==> config.mk <==
export PLATFORM = sky130hd
export DESIGN_NAME = instr_fetch_unit_flat
export DESIGN_NICKNAME = d
export VERILOG_FILES = /design/src/rtl/instr_fetch_unit_if.sv /design/src/rtl/instr_fetch_unit.sv /design/src/flat_wrapper.sv
export SDC_FILE = /design/constraint.sdc
export NUM_CORES = 1
export LEC_CHECK = 0
export ABC_CLOCK_PERIOD_IN_PS = 9700
export BUFFER_PORTS_ARGS = -buffer_cell sky130_fd_sc_hd__buf_4
export CAP_MARGIN = 25
export CORE_MARGIN = 2
export CORE_UTILIZATION = 40
export CTS_CLUSTER_DIAMETER = 80
export DETAILED_ROUTE_END_ITERATION = 10
export GPL_TIMING_DRIVEN = 1
export PLACE_DENSITY = 0.71
export SYNTH_ARGS = -nofsm -noshare
export SYNTH_HDL_FRONTEND = slang
export SYNTH_SLANG_ARGS = --single-unit
==> constraint.sdc <==
create_clock -name clk -period 9.7 [get_ports clk]
set_input_delay 1.455 -clock clk [delete_from_list [all_inputs] [get_ports clk]]
set_output_delay 1.455 -clock clk [all_outputs]
set_load 0.1 [all_outputs]
==> src/rtl/instr_fetch_unit_if.sv <==
// Fetch-stage bus bundle: instruction-memory req/ack, decode valid/ready,
// branch/jump decisions returned from control, and the retired counter.
interface instr_fetch_unit_if #(
  parameter int CNT_W = 32
) ();
  logic              imem_req;
  logic [31:0]       imem_addr;
  logic              imem_ack;
  logic [31:0]       imem_rdata;
  logic              instr_valid;
  logic              instr_ready;
  logic [31:0]       instr;
  logic [31:0]       pc_out;
  logic [31:0]       pc_plus4;
  logic              branch;
  logic              zero;
  logic              jump;
  logic [CNT_W-1:0]  retired_count;

  modport master (
    output imem_req, imem_addr,
    input  imem_ack, imem_rdata,
    output instr_valid, instr, pc_out, pc_plus4,
    input  instr_ready,
    input  branch, zero, jump,
    output retired_count
  );

  modport slave (
    input  imem_req, imem_addr,
    output imem_ack, imem_rdata,
    input  instr_valid, instr, pc_out, pc_plus4,
    output instr_ready,
    output branch, zero, jump,
    input  retired_count
  );
endinterface

==> src/rtl/instr_fetch_unit.sv <==
// Sequential instruction fetch stage: requests one word at a time from
// instruction memory, holds it for decode, then picks the next PC from the
// jump/branch/zero decisions returned on acceptance.
//
// state | meaning
// FETCH | request outstanding at pc, waiting for imem_ack
// HOLD  | instr/pc_out valid, waiting for instr_ready
module instr_fetch_unit #(
  parameter logic [31:0] RESET_PC = 32'h0000_0000,
  parameter int          CNT_W    = 32
) (
  input  logic                clk,
  input  logic                reset,
  instr_fetch_unit_if.master  bus
);

  typedef enum logic {FETCH = 1'b0, HOLD = 1'b1} state_t;

  // Low address bits forced to zero so pc stays word-aligned even if the
  // parameter is set carelessly.
  localparam logic [31:0] RESET_PC_ALIGNED = RESET_PC & ~32'h3;

  state_t            state;
  logic [31:0]       pc;
  logic [31:0]       instr_q;
  logic [31:0]       pc_out_q;
  logic              req_q;
  logic              valid_q;
  logic [CNT_W-1:0]  retired_q;

  logic [31:0]       pc_plus4;
  logic [31:0]       branch_off;
  logic [31:0]       next_pc;

  assign pc_plus4   = pc_out_q + 32'd4;
  assign branch_off = {{14{instr_q[15]}}, instr_q[15:0], 2'b00};

  // Next-PC select; only consumed on the accept edge. Jump beats branch.
  always_comb begin
    next_pc = pc_plus4;
    if (bus.jump)
      next_pc = {pc_plus4[31:28], instr_q[25:0], 2'b00};
    else if (bus.branch && bus.zero)
      next_pc = pc_plus4 + branch_off;
  end

  // Fetch/hold sequencing. req_q is held low for the first cycle out of
  // reset, and an ack is only honoured while a request is actually up.
  always_ff @(posedge clk) begin
    if (reset) begin
      state     <= FETCH;
      pc        <= RESET_PC_ALIGNED;
      instr_q   <= 32'h0;
      pc_out_q  <= RESET_PC_ALIGNED;
      req_q     <= 1'b0;
      valid_q   <= 1'b0;
      retired_q <= '0;
    end else begin
      case (state)
        FETCH: begin
          if (req_q && bus.imem_ack) begin
            instr_q  <= bus.imem_rdata;
            pc_out_q <= pc;
            req_q    <= 1'b0;
            valid_q  <= 1'b1;
            state    <= HOLD;
          end else begin
            req_q    <= 1'b1;
          end
        end
        HOLD: begin
          if (bus.instr_ready) begin
            retired_q <= retired_q + CNT_W'(1);
            pc        <= next_pc;
            req_q     <= 1'b1;
            valid_q   <= 1'b0;
            state     <= FETCH;
          end
        end
        default: begin
          state   <= FETCH;
          req_q   <= 1'b0;
          valid_q <= 1'b0;
        end
      endcase
    end
  end

  assign bus.imem_req      = req_q;
  assign bus.imem_addr     = pc;
  assign bus.instr_valid   = valid_q;
  assign bus.instr         = instr_q;
  assign bus.pc_out        = pc_out_q;
  assign bus.pc_plus4      = pc_plus4;
  assign bus.retired_count = retired_q;

endmodule

==> src/flat_wrapper.sv <==
// flat-port wrapper written by rule: the top's interface ports become plain ports
module instr_fetch_unit_flat 
#(
  parameter logic [31:0] RESET_PC = 32'h0000_0000,
  parameter int          CNT_W    = 32
)
  (clk, reset, bus_imem_req, bus_imem_addr, bus_imem_ack, bus_imem_rdata, bus_instr_valid, bus_instr, bus_pc_out, bus_pc_plus4, bus_instr_ready, bus_branch, bus_zero, bus_jump, bus_retired_count);
  instr_fetch_unit_if #(.CNT_W(CNT_W)) bus_i ();
  input  logic clk;
  input  logic reset;
  output wire logic [$bits(bus_i.imem_req)-1:0] bus_imem_req;
  output wire logic [$bits(bus_i.imem_addr)-1:0] bus_imem_addr;
  input wire logic [$bits(bus_i.imem_ack)-1:0] bus_imem_ack;
  input wire logic [$bits(bus_i.imem_rdata)-1:0] bus_imem_rdata;
  output wire logic [$bits(bus_i.instr_valid)-1:0] bus_instr_valid;
  output wire logic [$bits(bus_i.instr)-1:0] bus_instr;
  output wire logic [$bits(bus_i.pc_out)-1:0] bus_pc_out;
  output wire logic [$bits(bus_i.pc_plus4)-1:0] bus_pc_plus4;
  input wire logic [$bits(bus_i.instr_ready)-1:0] bus_instr_ready;
  input wire logic [$bits(bus_i.branch)-1:0] bus_branch;
  input wire logic [$bits(bus_i.zero)-1:0] bus_zero;
  input wire logic [$bits(bus_i.jump)-1:0] bus_jump;
  output wire logic [$bits(bus_i.retired_count)-1:0] bus_retired_count;
  assign bus_imem_req = bus_i.imem_req;
  assign bus_imem_addr = bus_i.imem_addr;
  assign bus_i.imem_ack = bus_imem_ack;
  assign bus_i.imem_rdata = bus_imem_rdata;
  assign bus_instr_valid = bus_i.instr_valid;
  assign bus_instr = bus_i.instr;
  assign bus_pc_out = bus_i.pc_out;
  assign bus_pc_plus4 = bus_i.pc_plus4;
  assign bus_i.instr_ready = bus_instr_ready;
  assign bus_i.branch = bus_branch;
  assign bus_i.zero = bus_zero;
  assign bus_i.jump = bus_jump;
  assign bus_retired_count = bus_i.retired_count;
  instr_fetch_unit #(.RESET_PC(RESET_PC), .CNT_W(CNT_W)) u_core (.clk(clk), .reset(reset), .bus(bus_i));
endmodule
**Word-level counts from Yosys, hierarchy flattened**

Cells that the tools add are included.
W data, S select, Z words.

- Word-level logic and storage cells: 29
- Input bits: 39
- Bits in registers: 131
- Output and inout port bits: 162

- Multiplexer cells: 11
- Add/sub/neg operators: 3
- Equality and inequality tests: 2
- Bitwise logic cells: 1
- Reduce and logical (&&, ||, !) cells: 5

Operator list:

| cell | number |
|---|---|
| $mux W32 | 2 |
| $add A32 B1 Y32 const B | 1 |
| $add A32 B3 Y32 const B | 1 |
| $add A32 B32 Y32 | 1 |
| $mux W1 | 6 |
| $pmux W1 S2 | 3 |
| $reduce_and A2 Y1 | 3 |
| $logic_and A1 B1 Y1 | 2 |
| $ne A2 B1 Y1 const B | 1 |
| $ne A2 B2 Y1 const B | 1 |
| $not A1 Y1 | 1 |

**Depth between registers and ports, before layout**

- Word-level depth: 4
- Gate-level depth with buffers: 15
- Mapped depth without buffers: 14

**Worst setup path after synthesis**

No wires, ideal clock.

- Kind: register to register
- Start: register u_core.pc_out_q[11], in the netlist u_core.bus.pc_out[11]
- End: register u_core.pc[31], in the netlist u_core.bus.imem_addr[31]
- Path slack: 3.612 ns
- Period minus slack after synthesis: 6.088 ns
- Data arrival time: 5.969 ns
- Buffers on the path: 1
- Setup time: 0.119 ns
- Cell stages (with the launch flop): 16
- Data required time: 9.581 ns
- Cell sequence: dfxtp_1 nand4_1 or3_1 nor3_1 nand2_1 xnor2_1 ha_1 clkbuf_1 a21oi_1 o21bai_1 a21oi_1 o21ai_0 a2111oi_2 or3b_1 nand4_1 a32o_1

- Longest elaborated chain between the ends: 4

Ends and longest elaborated chain:

| item | RTL line | text |
|---|---|---|
| from (decl) | instr_fetch_unit.sv:26 | `logic [31:0] pc_out_q;` |
| from (signal assigned) | instr_fetch_unit.sv:63 | `pc_out_q <= pc;` |
| $add A32 B3 Y32 | instr_fetch_unit.sv:35 | `assign pc_plus4 = pc_out_q + 32'd4;` |
| via bus_pc_plus4[24] | flat_wrapper.sv:18 | `output wire logic [$bits(bus_i.pc_plus4)-1:0] bus_pc_plus4;` |
| $add A32 B32 Y32 | instr_fetch_unit.sv:44 | `next_pc = pc_plus4 + branch_off;` |
| $mux W32 | instr_fetch_unit.sv:43 | `else if (bus.branch && bus.zero)` |
| $mux W32 | instr_fetch_unit.sv:41 | `if (bus.jump)` |
| to (signal assigned) | instr_fetch_unit.sv:74 | `pc <= next_pc;` |
| to (decl) | instr_fetch_unit.sv:24 | `logic [31:0] pc;` |

The timed path passes the listed nets, and every way through them passes these cells.
A chain may end at the register's enable or synchronous reset.

**Worst setup path in the final report**

- Start: register u_core.pc_out_q[12], in the netlist u_core.bus.pc_out[12]
- End: output port bus_pc_plus4[26]

- Longest elaborated chain between the ends: 1

Ends and longest elaborated chain:

| item | RTL line |
|---|---|
| $add A32 B3 Y32 | instr_fetch_unit.sv:35 |
| to (decl) | flat_wrapper.sv:18 |

Every way passes these cells.

==> flow_metrics.env <==
export IMPL_status="complete, no violations"
export IMPL_fmax_ghz=0.2257
export IMPL_post_route_min_period_ns=4.431
export IMPL_relSlewSlack_pct=37.95
export IMPL_layout_setup_ws_ns=5.269
export IMPL_crit_type="reg -> out"
export IMPL_clkTransAtPathRegs_ns=0.06
export IMPL_wire_per_inst_um=17.72
export IMPL_fillers=1735
export IMPL_routed_via_density=5.492
export IMPL_cts_setup_buffers=0
export IMPL_fp_dieW_um=139.7
export IMPL_cpPeakStageDelay_ns=0.54
export IMPL_port_buffers=200
export IMPL_final_area_um2=9597
export IMPL_core_area_um2=18020
export IMPL_h_tree_depth=4
export IMPL_fin_nets=1214
export IMPL_whs_ns=0.4565
export IMPL_grt_ovfl_total=0
export IMPL_fin_crit_sh_pct=45.68
export IMPL_synthSimpleGateAreaFrac_pct=25.05
export IMPL_clk_path_buf_depth=2
export IMPL_final_max_slew_viol_count=0
export IMPL_area_growth_pct=30.26
export IMPL_die_y_um=139.7
export IMPL_final_common_cell="buf_4"
export IMPL_critPathSlowestCell="nor3_1"
export IMPL_synth_enable_flop_cells=0
export IMPL_most_common_layout_cells="buf_4, nand2_1, dfxtp_1"
export IMPL_synth_distinct_cells=66
export IMPL_wl_um=24440
export IMPL_ys_warn_count=0
export IMPL_finalClockSkew_ns=0.007524
export IMPL_leakagePower_nw=4.072
export IMPL_rows=49
export IMPL_rsz0062_at_grt="false"
export IMPL_post_place_ws_ns=5.522
export IMPL_synth_compound_area_share_pct=19.97
export IMPL_initial_core_util_pct=40.87
export IMPL_setup_viol=0
export IMPL_dr_pass1_iters=5
export IMPL_worstPathCellList="nand4_1 > or3_1 > nor3_1 > nand2_1 > xnor2_1 > buf_4"
export IMPL_crit_buf_inv=1
export IMPL_dpl_instance_area_um2=9029
export IMPL_tightest_slew_ns=0.9307
export IMPL_hold_viol=0
export IMPL_n_antenna_cell=0
export IMPL_drive_above_1_share_pct=21.91
export IMPL_synth_fp_nets=1036
export IMPL_synth_top_family_by_area="simple AND/OR/NAND/NOR gates"
export IMPL_numCtsBuffers=17
export IMPL_route_antenna_remaining_nets=0
export IMPL_clock_latency_ns=0.42
export IMPL_syn_inst=959
export IMPL_drc=0
export IMPL_synthMuxAreaShare_pct=0.6963
export IMPL_synth_avg_cell_area_um2=7.682
export IMPL_synth_ff_type="dfxtp_1"
export IMPL_p_per_area_nw_per_um2=142.6
export IMPL_min_path_type="reg -> reg"
export IMPL_synthesis_area_um2=7367
export IMPL_grt_max_degree=67
export IMPL_synth_xor_area_share_pct=9.035
export IMPL_cap_violations=0
export IMPL_drt_iter0_drc=552
export IMPL_cp_required_ns=8.25
export IMPL_gp_congestion=0.9237
export IMPL_start_kind="flop"
export IMPL_crit_arrival_ns=2.98
export IMPL_track_usage_pct=24.54
export IMPL_cpLargestDelayFamily="simple AND/OR/NAND/NOR gates"
export IMPL_root_buffer="clkbuf_16"
export IMPL_cts_resized_gates=0
export IMPL_dp_hpwl_um=17650
export IMPL_ys_seq_elements=131
export IMPL_yosysSeqAreaShare_pct=35.60
export IMPL_async_flop_share_pct=0
export IMPL_grt_pass1_vias=7013
export IMPL_worstPathMaxFanout=7
export IMPL_tritoncts="built"
export IMPL_tns_ns=0
export IMPL_ios=201
export IMPL_grt_pass1_wl_um=38200
export IMPL_holdBufCountCts=0
export IMPL_setup_worst_path_end_class="output port"
export IMPL_dieArea_um2=19520
export IMPL_antenna_found_initial=0
export IMPL_clock_sinks=131
export IMPL_vias=7574
export IMPL_ir_drop_v=0.0001243
export IMPL_synth_adder_area_share_pct=6.556
## stage by stage
stage	util, %	total power [mW]	std cells
6_report	53.24	1.369	1379
2_1_floorplan	-	0.6994	959
3_5_place_dp	50.09	0.7515	1347
5_1_grt	53.24	1.415	1379
4_1_cts	53.24	1.377	1379
3_3_place_gp	50.09	0.7510	1347
## registers in the layout, summed over array words and instances, names as in the netlist
signal and count:
u_core.bus.retired_count 32, u_core.bus.instr_valid 1, u_core.bus.imem_req 1, u_core.bus.pc_out 32, u_core.bus.imem_addr 32, u_core.bus.instr 32, u_core.state 1
## path summary, 6_finish.rpt
path / from / end / slack, ns / cells past startpoint
setup / recovery: u_core.bus.pc_out[12] / bus_pc_plus4[26] / 5.27 / 6
hold / removal: u_core.bus.instr[31] / u_core.bus.instr[31] / 0.46 / 2
setup reg to reg: u_core.bus.pc_out[12] / u_core.bus.imem_addr[31] / 5.42 / 14
hold reg to reg: u_core.bus.instr[31] / u_core.bus.instr[31] / 0.46 / 2
## cell type report
class | count | area [um^2] | area share [%]
clock buffer | 17 | 425.4 | 4.433
timing repair buffer | 209 | 1569 | 16.35
tap | 229 | 286.5 | 2.986
inverter | 8 | 30.03 | 0.3129
sequential | 131 | 2623 | 27.33
clock inverter | 15 | 142.6 | 1.486
multi-input combinational | 770 | 4521 | 47.11
## tightest hold or removal path, stage by stage (launching register included)
cell     delay [ns]
dfxtp_1        0.31
nand2_1        0.05
a21oi_1        0.05
## cell families after synthesis
| kind of cell | count (synthesis) |
|---|---|
| AND/OR/NAND/NOR | 415 |
| AO/OA/AOI/OAI | 236 |
| flip-flops | 131 |
| XOR/XNOR | 76 |
| buffers and inverters | 58 |
| adder cells (fa/ha/maj) | 38 |
| multiplexers | 5 |
## cells in the mapped netlist (2+ instances only)
| master | n | share of area [%] |
|---|---|---|
| nor2b_1 | 2 | 0.17 |
| inv_1 | 8 | 0.41 |
| a21o_1 | 11 | 1.1 |
| o211ai_1 | 12 | 1.2 |
| xor2_1 | 31 | 3.7 |
| or4_1 | 3 | 0.31 |
| and4_1 | 6 | 0.71 |
| nand4_1 | 22 | 1.9 |
| nor3_1 | 11 | 0.75 |
| dfxtp_1 | 131 | 36 |
| clkbuf_1 | 42 | 2.1 |
| and3_1 | 23 | 2.0 |
| ha_1 | 37 | 6.3 |
| and2_1 | 6 | 0.51 |
| nand3b_1 | 2 | 0.20 |
| o21bai_1 | 5 | 0.51 |
| a32o_1 | 3 | 0.41 |
| nand2_1 | 207 | 11 |
| a21oi_1 | 114 | 7.7 |
| or3_1 | 6 | 0.51 |
| nand2b_1 | 8 | 0.68 |
| a211o_1 | 2 | 0.24 |
| o22ai_1 | 2 | 0.17 |
| a41oi_1 | 2 | 0.24 |
| xnor2_1 | 45 | 5.3 |
| o21a_1 | 5 | 0.51 |
| buf_1 | 4 | 0.20 |
| a31oi_1 | 2 | 0.17 |
| nand3_1 | 25 | 1.7 |
| o22a_1 | 2 | 0.24 |
| buf_4 | 2 | 0.20 |
| mux2i_1 | 4 | 0.54 |
| a22oi_1 | 2 | 0.20 |
| o21ai_0 | 38 | 2.6 |
| a211oi_1 | 11 | 1.1 |
| nor2_1 | 89 | 4.5 |
| o32ai_1 | 3 | 0.36 |
| o31ai_1 | 3 | 0.31 |
## per-layer routing
metal | GRT usage (%) | wire, um | vias to the layer above
met3 | 6.745 | 1918 | 40
met2 | 38.23 | 11010 | 269
met5 | 0 | 0 | -
met1 | 32.28 | 10810 | 3556
met4 | 9.684 | 703 | 0
li1 | - | - | 3709
## power by group
group / internal, mW / switching [mW] / leakage (nW) / total, mW
Combinational: 0.0443 / 0.137 / 2.73 / 0.182
Clock: 0.359 / 0.269 / 0.282 / 0.629
Sequential: 0.548 / 0.0106 / 1.06 / 0.558
No activity file was read; power rests on OpenSTA's default activity.
